`src/rtl/imem_loader_if.sv`:
```
// Byte-stream handshake and instruction-memory write port shared by the loader
// and whatever feeds it the boot image.
interface imem_loader_if #(
    parameter int AW = 6
);
    logic          in_valid;
    logic [7:0]    in_data;
    logic          in_ready;
    logic          we;
    logic [AW-1:0] wa;
    logic [31:0]   wd;

    modport master (
        output in_valid,
        output in_data,
        input  in_ready,
        input  we,
        input  wa,
        input  wd
    );

    modport slave (
        input  in_valid,
        input  in_data,
        output in_ready,
        output we,
        output wa,
        output wd
    );
endinterface

```
`src/rtl/imem_loader.sv`:
```
// Boot-time instruction memory loader: takes a length-prefixed byte stream and
// writes MSB-first 32-bit words to consecutive addresses while holding the CPU.
module imem_loader #(
    parameter int AW    = 6,
    parameter int DEPTH = 64
) (
    input  logic         clk,
    input  logic         reset_n,
    input  logic         start,
    imem_loader_if.slave bus,
    output logic         busy,
    output logic         done,
    output logic         err,
    output logic         cpu_hold
);
    typedef enum logic [2:0] {
        S_IDLE,
        S_LEN,
        S_DATA,
        S_WRITE,
        S_DONE,
        S_ERR
    } state_t;

    state_t        state;
    logic [AW-1:0] addr;
    logic [AW:0]   len;
    logic [1:0]    byte_cnt;
    logic [23:0]   shift;

    logic xfer;
    logic len_ok;
    logic last_word;

    assign xfer      = bus.in_valid && bus.in_ready;
    assign len_ok    = (bus.in_data != 8'd0) && ({1'b0, bus.in_data} <= 9'(DEPTH));
    // One extra bit so that a full-depth image ends cleanly instead of wrapping.
    assign last_word = (({1'b0, addr} + (AW+1)'(1)) == len);

    always_ff @(posedge clk or negedge reset_n) begin
        if (!reset_n) begin
            state        <= S_IDLE;
            addr         <= '0;
            len          <= '0;
            byte_cnt     <= '0;
            shift        <= '0;
            bus.in_ready <= 1'b0;
            bus.we       <= 1'b0;
            bus.wa       <= '0;
            bus.wd       <= '0;
            busy         <= 1'b0;
            done         <= 1'b0;
            err          <= 1'b0;
            cpu_hold     <= 1'b1;
        end else begin
            case (state)
                S_IDLE, S_DONE, S_ERR: begin
                    if (start) begin
                        state        <= S_LEN;
                        bus.in_ready <= 1'b1;
                        busy         <= 1'b1;
                        done         <= 1'b0;
                        err          <= 1'b0;
                        cpu_hold     <= 1'b1;
                    end
                end

                S_LEN: begin
                    if (xfer) begin
                        if (len_ok) begin
                            state    <= S_DATA;
                            len      <= bus.in_data[AW:0];
                            addr     <= '0;
                            byte_cnt <= '0;
                        end else begin
                            state        <= S_ERR;
                            bus.in_ready <= 1'b0;
                            busy         <= 1'b0;
                            err          <= 1'b1;
                        end
                    end
                end

                S_DATA: begin
                    if (xfer) begin
                        shift <= {shift[15:0], bus.in_data};
                        // The fourth byte goes straight to the write port, so only
                        // the first three need to be buffered.
                        if (byte_cnt == 2'd3) begin
                            state        <= S_WRITE;
                            bus.in_ready <= 1'b0;
                            bus.we       <= 1'b1;
                            bus.wa       <= addr;
                            bus.wd       <= {shift, bus.in_data};
                        end else begin
                            byte_cnt <= byte_cnt + 2'd1;
                        end
                    end
                end

                S_WRITE: begin
                    bus.we <= 1'b0;
                    addr   <= addr + AW'(1);
                    if (last_word) begin
                        state    <= S_DONE;
                        busy     <= 1'b0;
                        done     <= 1'b1;
                        cpu_hold <= 1'b0;
                    end else begin
                        state        <= S_DATA;
                        byte_cnt     <= '0;
                        bus.in_ready <= 1'b1;
                    end
                end

                default: begin
                    state        <= S_IDLE;
                    bus.in_ready <= 1'b0;
                    bus.we       <= 1'b0;
                    busy         <= 1'b0;
                end
            endcase
        end
    end
endmodule

```
`src/flat_wrapper.sv`:
```
// flat-port wrapper written by rule: the top's interface ports become plain ports
module imem_loader_flat 
#(
    parameter int AW    = 6,
    parameter int DEPTH = 64
)
  (clk, reset_n, start, busy, done, err, cpu_hold, bus_in_valid, bus_in_data, bus_in_ready, bus_we, bus_wa, bus_wd);
  imem_loader_if #(.AW(AW)) bus_i ();
  input  logic clk;
  input  logic reset_n;
  input  logic start;
  output logic busy;
  output logic done;
  output logic err;
  output logic cpu_hold;
  input wire logic [$bits(bus_i.in_valid)-1:0] bus_in_valid;
  input wire logic [$bits(bus_i.in_data)-1:0] bus_in_data;
  output wire logic [$bits(bus_i.in_ready)-1:0] bus_in_ready;
  output wire logic [$bits(bus_i.we)-1:0] bus_we;
  output wire logic [$bits(bus_i.wa)-1:0] bus_wa;
  output wire logic [$bits(bus_i.wd)-1:0] bus_wd;
  assign bus_i.in_valid = bus_in_valid;
  assign bus_i.in_data = bus_in_data;
  assign bus_in_ready = bus_i.in_ready;
  assign bus_we = bus_i.we;
  assign bus_wa = bus_i.wa;
  assign bus_wd = bus_i.wd;
  imem_loader #(.AW(AW), .DEPTH(DEPTH)) u_core (.clk(clk), .reset_n(reset_n), .start(start), .bus(bus_i), .busy(busy), .done(done), .err(err), .cpu_hold(cpu_hold));
endmodule
```
`config.mk`:
```
export PLATFORM = sky130hd
export DESIGN_NAME = imem_loader_flat
export DESIGN_NICKNAME = d
export VERILOG_FILES = /design/src/rtl/imem_loader_if.sv /design/src/rtl/imem_loader.sv /design/src/flat_wrapper.sv
export SDC_FILE = /design/constraint.sdc
export NUM_CORES = 1
export LEC_CHECK = 0
export BUFFER_PORTS_ARGS = -buffer_cell sky130_fd_sc_hd__buf_2
export CORE_ASPECT_RATIO = 2
export CORE_MARGIN = 8
export CORE_UTILIZATION = 57
export CTS_CLUSTER_DIAMETER = 30
export DETAILED_ROUTE_END_ITERATION = 10
export PLACE_DENSITY = 0.83
export SLEW_MARGIN = 10
export SYNTH_ARGS = -nofsm -noshare
export SYNTH_HDL_FRONTEND = slang
export SYNTH_SLANG_ARGS = --single-unit
```
`constraint.sdc`:
```
create_clock -name clk -period 2.37 [get_ports clk]
set_input_delay 0.1185 -clock clk [delete_from_list [all_inputs] [get_ports clk]]
set_output_delay 0.1185 -clock clk [all_outputs]
set_load 0.05 [all_outputs]
```
; Word level (Yosys, flattened, before mapping)
; Index checks and enable logic that the tools add are counted.
[word_totals]
ff_bits = 86
in_bits = 12
output_inout_bits = 44
wordCells = 91
[classes]
add_sub_neg = 3
magnitude_cmp = 1
eq_ne = 16
muxes = 35
n_bitwise = 2
n_reduce_logical = 21
[op_table]
columns = op, count
row1 = 2-to-1 mux 3 bit, 6
row2 = AND reduction 3 bit, 5
row3 = 2-to-1 mux 1 bit, 13
row4 = 2-to-1 mux 6 bit, 2
row5 = case mux 3 bit (4 select lines), 1
row6 = case mux 6 bit (2 select lines), 1
row7 = AND reduction 6 bit, 2
row8 = 2-to-1 mux 2 bit, 5
row9 = inequality test 2 x 1 -> 1 bit (second input constant), 5
row10 = <= comparator 8 x 7 -> 1 bit (second input constant), 1
row11 = inequality test 2 bit (second input constant), 4
row12 = case mux 1 bit (2 select lines), 4
row13 = case mux 1 bit (4 select lines), 2
row14 = AND reduction 4 bit, 2
row15 = nonzero test 8 bit, 1
row16 = adder 6 x 1 -> 7 bit (second input constant), 1
row17 = equality test 7 bit, 1
row18 = adder 6 x 1 -> 6 bit (second input constant), 1
row19 = equality test 3 x 2 -> 1 bit (second input constant), 2
row20 = equality test 3 bit (second input constant), 2
row21 = case mux 2 bit (3 select lines), 1
row22 = nonzero test 2 bit, 3
row23 = AND reduction 5 bit, 1
row24 = OR reduction 4 bit, 1
row25 = other kinds (9), 11

; Longest topological paths before layout
[depth]
word_depth = 5
mapped_depth = 8
mapped_depth_nobuf = 7

; Worst setup path after synthesis
; OpenSTA, ideal clock, no wires.
[synth_timing]
path_kind = flip-flop to flip-flop
from = reg u_core.bus.in_ready
to = reg u_core.bus.wa[0]
setup_ns = 0.125
arrival_ns = 1.998
required_ns = 2.245
slack_ns = 0.247
path_stages_with_launch = 8
n_path_buf = 2
synth_period_minus_slack_ns = 2.123
cell_sequence = dfrtp_1 -> nand2_2 -> or3_1 -> buf_4 -> inv_4 -> nand2_4 -> buf_6 -> mux2_4
[synth_between]
elab_chain_len = 2
[synth_lines]
columns = item, line_no
row1 = "start, declared", imem_loader_if.sv:25  ; output in_ready,
row2 = "start signal, assigned", imem_loader.sv:47  ; bus.in_ready <= 1'b0;
row3 = "start signal, assigned", imem_loader.sv:60  ; bus.in_ready <= 1'b1;
row4 = "start signal, assigned", imem_loader.sv:77  ; bus.in_ready <= 1'b0;
row5 = logical AND 1 bit, imem_loader.sv:35  ; assign xfer = bus.in_valid && bus.in_ready;
row6 = AND reduction 3 bit (no source line), n/a
row7 = "end signal, assigned", imem_loader.sv:93  ; bus.wa <= addr;
row8 = "end, declared", imem_loader_if.sv:27  ; output wa,
; Every way passes these cells.
; A chain may end at the register's enable or synchronous reset.

; Worst setup path after layout
[layout_timing]
from = reg u_core.addr[0]
to = reg u_core.byte_cnt[0]
[layout_between]
elab_chain_len = 4
[layout_lines]
columns = item, line_no
row1 = "start, declared", imem_loader.sv:26  ; logic [AW-1:0] addr;
row2 = "start signal, assigned", imem_loader.sv:103  ; addr <= addr + AW'(1);
row3 = adder 6 x 1 -> 7 bit, imem_loader.sv:38  ; assign last_word = (({1'b0, addr} + (AW+1)'(1)) == len);
row4 = equality test 7 bit, imem_loader.sv:38
row5 = inequality test 2 bit (no source line), n/a
row6 = AND reduction 6 bit (no source line), n/a
row7 = "end signal, assigned", imem_loader.sv:96  ; byte_cnt <= byte_cnt + 2'd1;
row8 = "end, declared", imem_loader.sv:28  ; logic [1:0] byte_cnt;
; Every way passes these cells.

==> out/summary.log <==
[power_and_ir_drop] maximum ir drop on the vdd rail 0.774 mV
[flow_run] Max-cap violations 0
[clock_tree] clock latency of the later-clocked register in the worst-skew pair 0.34 ns
[clock_tree] depth of the CTS H-tree 3
[power_and_ir_drop] Static Leakage 2.50 nW
[critical_path] Max Fanout on Critical Path 11
[worst_hold_path] Worst Hold Class input pin to register
[drt] DR iter-0 viols 206
[critical_path] Setup crit end kind register
[synth] post-synthesis cell type with the largest combined area sky130_fd_sc_hd__dfrtp_1
[synth] synthesized net count 358
[synth] leading post-synthesis cells by instance count 85 x sky130_fd_sc_hd__dfrtp_1, 80 x sky130_fd_sc_hd__nand2_1, 37 x sky130_fd_sc_hd__mux2_4
[clock_tree] CTS root buffer sky130_fd_sc_hd__clkbuf_16
[floorplan] area of the die 9950 µm²
[clock_tree] number of sinks driven by the clock tree 86
[synth] post-synthesis sequential area ratio 0.549
[drt] number of nets with antenna violations after routing 0
[place] Area after DPL 4290 µm²
[floorplan] y dimension of the die 133 µm
[finish] share of layout cells above drive strength 1 0.314
[clock_tree] post-cts repair resize count 0
[drt] detailed-route wire length per cell 17.5 µm
[critical_path] Critical Setup Path Class register to register
[synth] post-synthesis sequential element count 86
[drt] total wirelength of the detailed-routed design 8.69 mm
[critical_path] startpoint type of the worst setup path register
[drt] routed via count 2811
[floorplan] core area 6780 µm²
[finish] Filler Cells Inserted 529
[sta] final-report max-slew violation count 0
[grt] via count of the first global-routing pass 2873
[place] routability cong. 0.905
[drt] number of vias per cell 5.64
[clock_tree] Clock Path Buffers 2
[synth] most frequently used flop master after synthesis sky130_fd_sc_hd__dfrtp_1
[status] outcome complete, no violations
[synth] biggest area contributors in the synthesized netlist sky130_fd_sc_hd__dfrtp_1 54%, sky130_fd_sc_hd__mux2_4 14%, sky130_fd_sc_hd__nand2_1 7.7%
[sta] Total Neg Setup Slack 0 ns
[floorplan] effective utilization at floorplan 0.578
[sta] fmax 457 MHz
[floorplan] number of top-level design ports 56
[power_and_ir_drop] post-route total power 5.79 mW
[synth] Synth top area share 0.543
[finish] Area growth, synth to finish 17.1%
[sta] fin crit period 2.19 ns
[finish] flip-flop and latch area 2150 µm²
[sta] clock skew 0.00507 ns
[sta] worst-margin pin slew 0.539 ns
[finish] Net count, final 418
[critical_path] arrival time of data at the critical path endpoint 2.40 ns
[critical_path] CP Data Required Time 2.58 ns
[place] Setup WS pre-CTS 0.214 ns
[place] number of buffers inserted by port buffering 55
[finish] post-layout instance area 4590 µm²
[sta] period utilisation layout 0.924
[clock_tree] TritonCTS Buffers 9
[synth] fraction of synthesis flops using an asynchronous set or reset pin 1.00
[sta] final setup vio count 0
[finish] multi-input gate area in the final layout 1630 µm²
[synth] count of yosys warnings during synthesis 0
[place] hpwl dp 6.07 mm
[floorplan] width of the die 74.6 µm
[grt] antenna violations before repair 0
[grt] pin count of the biggest net entering global routing 46
[finish] n_diodes 0
[sta] setup ws final 0.180 ns
[synth] number of different library cells in the post-synthesis netlist 49
[clock_tree] clk slew on worst S/H paths 0.06 ns
[sta] number of hold violations in the final report 0
[power_and_ir_drop] Pwr Density 1260 nW/µm²
[floorplan] Core Rows 43
[grt] total global routing overflow 0
[drt] total iterations of the first detailed-routing run 5
[synth] synthesized instance count 344
[sta] unrepaired setup endpoints after global routing no
[synth] Avg Inst Size Synth 11.4 µm²
[drt] detailed-route DRC error count 0
[clock_tree] clock tree from TritonCTS built
[synth] post-synth design cell area 3920 µm²
[grt] GRT Overall Usage 0.184
[synth] count leader, synth sky130_fd_sc_hd__dfrtp_1
[synth] number of synthesized flops with an enable pin 0
[grt] global-route wire length before repair 14.3 mm
[sta] Rel. slew slack 0.641
==> final timing paths <==
path,cells past startpoint,slack [ns],startpoint,end
worst min-delay path,3,0.05,bus_in_data[0],u_core.shift[0]
min in group asynchronous,2,0.31,reset_n,u_core.addr[5]
worst max register to register,7,0.18,u_core.addr[0],u_core.byte_cnt[0]
worst min register to register,2,0.49,u_core.shift[20],u_core.shift[20]
max in group asynchronous,3,1.32,reset_n,u_core.bus.wd[11]
worst max-delay path,7,0.18,u_core.addr[0],u_core.byte_cnt[0]
==> cell type report <==
cell class                      count  area share
Timing Repair Buffer               65      0.0802
Inverter                           10     0.00873
Multi-Input combinational cell    232       0.354
Tap cell                           90      0.0245
Clock inverter                      5      0.0131
Sequential cell                    86       0.469
Clock buffer                       10      0.0499
==> per-stage QoR <==
stage,util,instances,hold WS [ns]
2_1_floorplan,-,344,-0.177
3_3_place_gp,0.633,482,0.125
3_5_place_dp,0.633,482,0.137
4_1_cts,0.677,498,0.0391
5_1_grt,0.677,498,0.0578
6_report,0.677,498,0.0517
==> layer usage <==
layer  GRT usage  routed length (µm)  share of wire  vias to the layer above
met5           0                   0              0                        -
met4      0.0769                 147          0.017                        0
met3      0.0437                 534          0.061                       16
met2       0.297                4520           0.52                      111
met1       0.223                3490           0.40                     1377
li1            -                   -              -                     1307
==> cells by family (layout without fill, tap and decap cells) <==
logic type | after synthesis | count (layout) | share of synthesized area
and+or+nand+nor | 125 | 125 | 0.140
AOI/OAI and AO/OA | 54 | 54 | 0.0910
adders and majority gates | 2 | 2 | 0.00638
buffers and inverters | 26 | 90 | 0.0358
DFF | 86 | 86 | 0.549
xor gates and xnor gates | 7 | 7 | 0.0156
muxes | 44 | 44 | 0.162
==> where the power goes <==
| part | internal, mW | total, mW | leakage [nW] | switching [mW] |
|---|---|---|---|---|
| logic | 0.746 | 2.10 | 1.23 | 1.35 |
| clock network | 0.814 | 1.37 | 0.139 | 0.553 |
| registers | 1.93 | 2.32 | 1.13 | 0.395 |
| total | 3.49 | 5.79 | 2.50 | 2.30 |
==> state kept, by name (all words and copies together) (netlist names) <==
name / flops
u_core.addr: 6
u_core.bus.in_ready: 1
u_core.bus.wa: 6
u_core.bus.wd: 32
u_core.bus.we: 1
u_core.busy: 1
u_core.byte_cnt: 2
u_core.cpu_hold: 1
u_core.done: 1
u_core.err: 1
u_core.len: 7
u_core.shift: 24
u_core.state: 3
==> what timing repair did <==
action,4_1_cts,5_1_grt
hold buffers,1,0
buffers inserted,0,0
hold endpoints to repair,43,0
==> cells in the final DEF, fill, tap and decap left out, types with 3 or more instances in the layout <==
cell type                   instances
sky130_fd_sc_hd__nor2_1            13
sky130_fd_sc_hd__xor2_1             5
sky130_fd_sc_hd__o21ai_0           15
sky130_fd_sc_hd__and3_1             3
sky130_fd_sc_hd__a31oi_1            5
sky130_fd_sc_hd__o211ai_1           3
sky130_fd_sc_hd__mux2_4            37
sky130_fd_sc_hd__buf_2             54
sky130_fd_sc_hd__o31ai_1            3
sky130_fd_sc_hd__nand3_1            9
sky130_fd_sc_hd__dfrtp_1           85
sky130_fd_sc_hd__buf_4              9
sky130_fd_sc_hd__clkbuf_16          9
sky130_fd_sc_hd__nand2_1           80
sky130_fd_sc_hd__inv_1              9
sky130_fd_sc_hd__mux2_2             7
sky130_fd_sc_hd__nor3_1             3
sky130_fd_sc_hd__a21oi_1           10
==> worst max-delay path, cell delays in order (launching register included) <==
cell and delay, ns:
sky130_fd_sc_hd__dfrtp_1 0.55, sky130_fd_sc_hd__ha_1 0.39, sky130_fd_sc_hd__a21oi_1 0.07, sky130_fd_sc_hd__o211a_1 0.21
sky130_fd_sc_hd__o31a_1 0.25, sky130_fd_sc_hd__o211a_1 0.29, sky130_fd_sc_hd__a31oi_1 0.20, sky130_fd_sc_hd__o22ai_1 0.10
(Power assumes the default switching activity.)
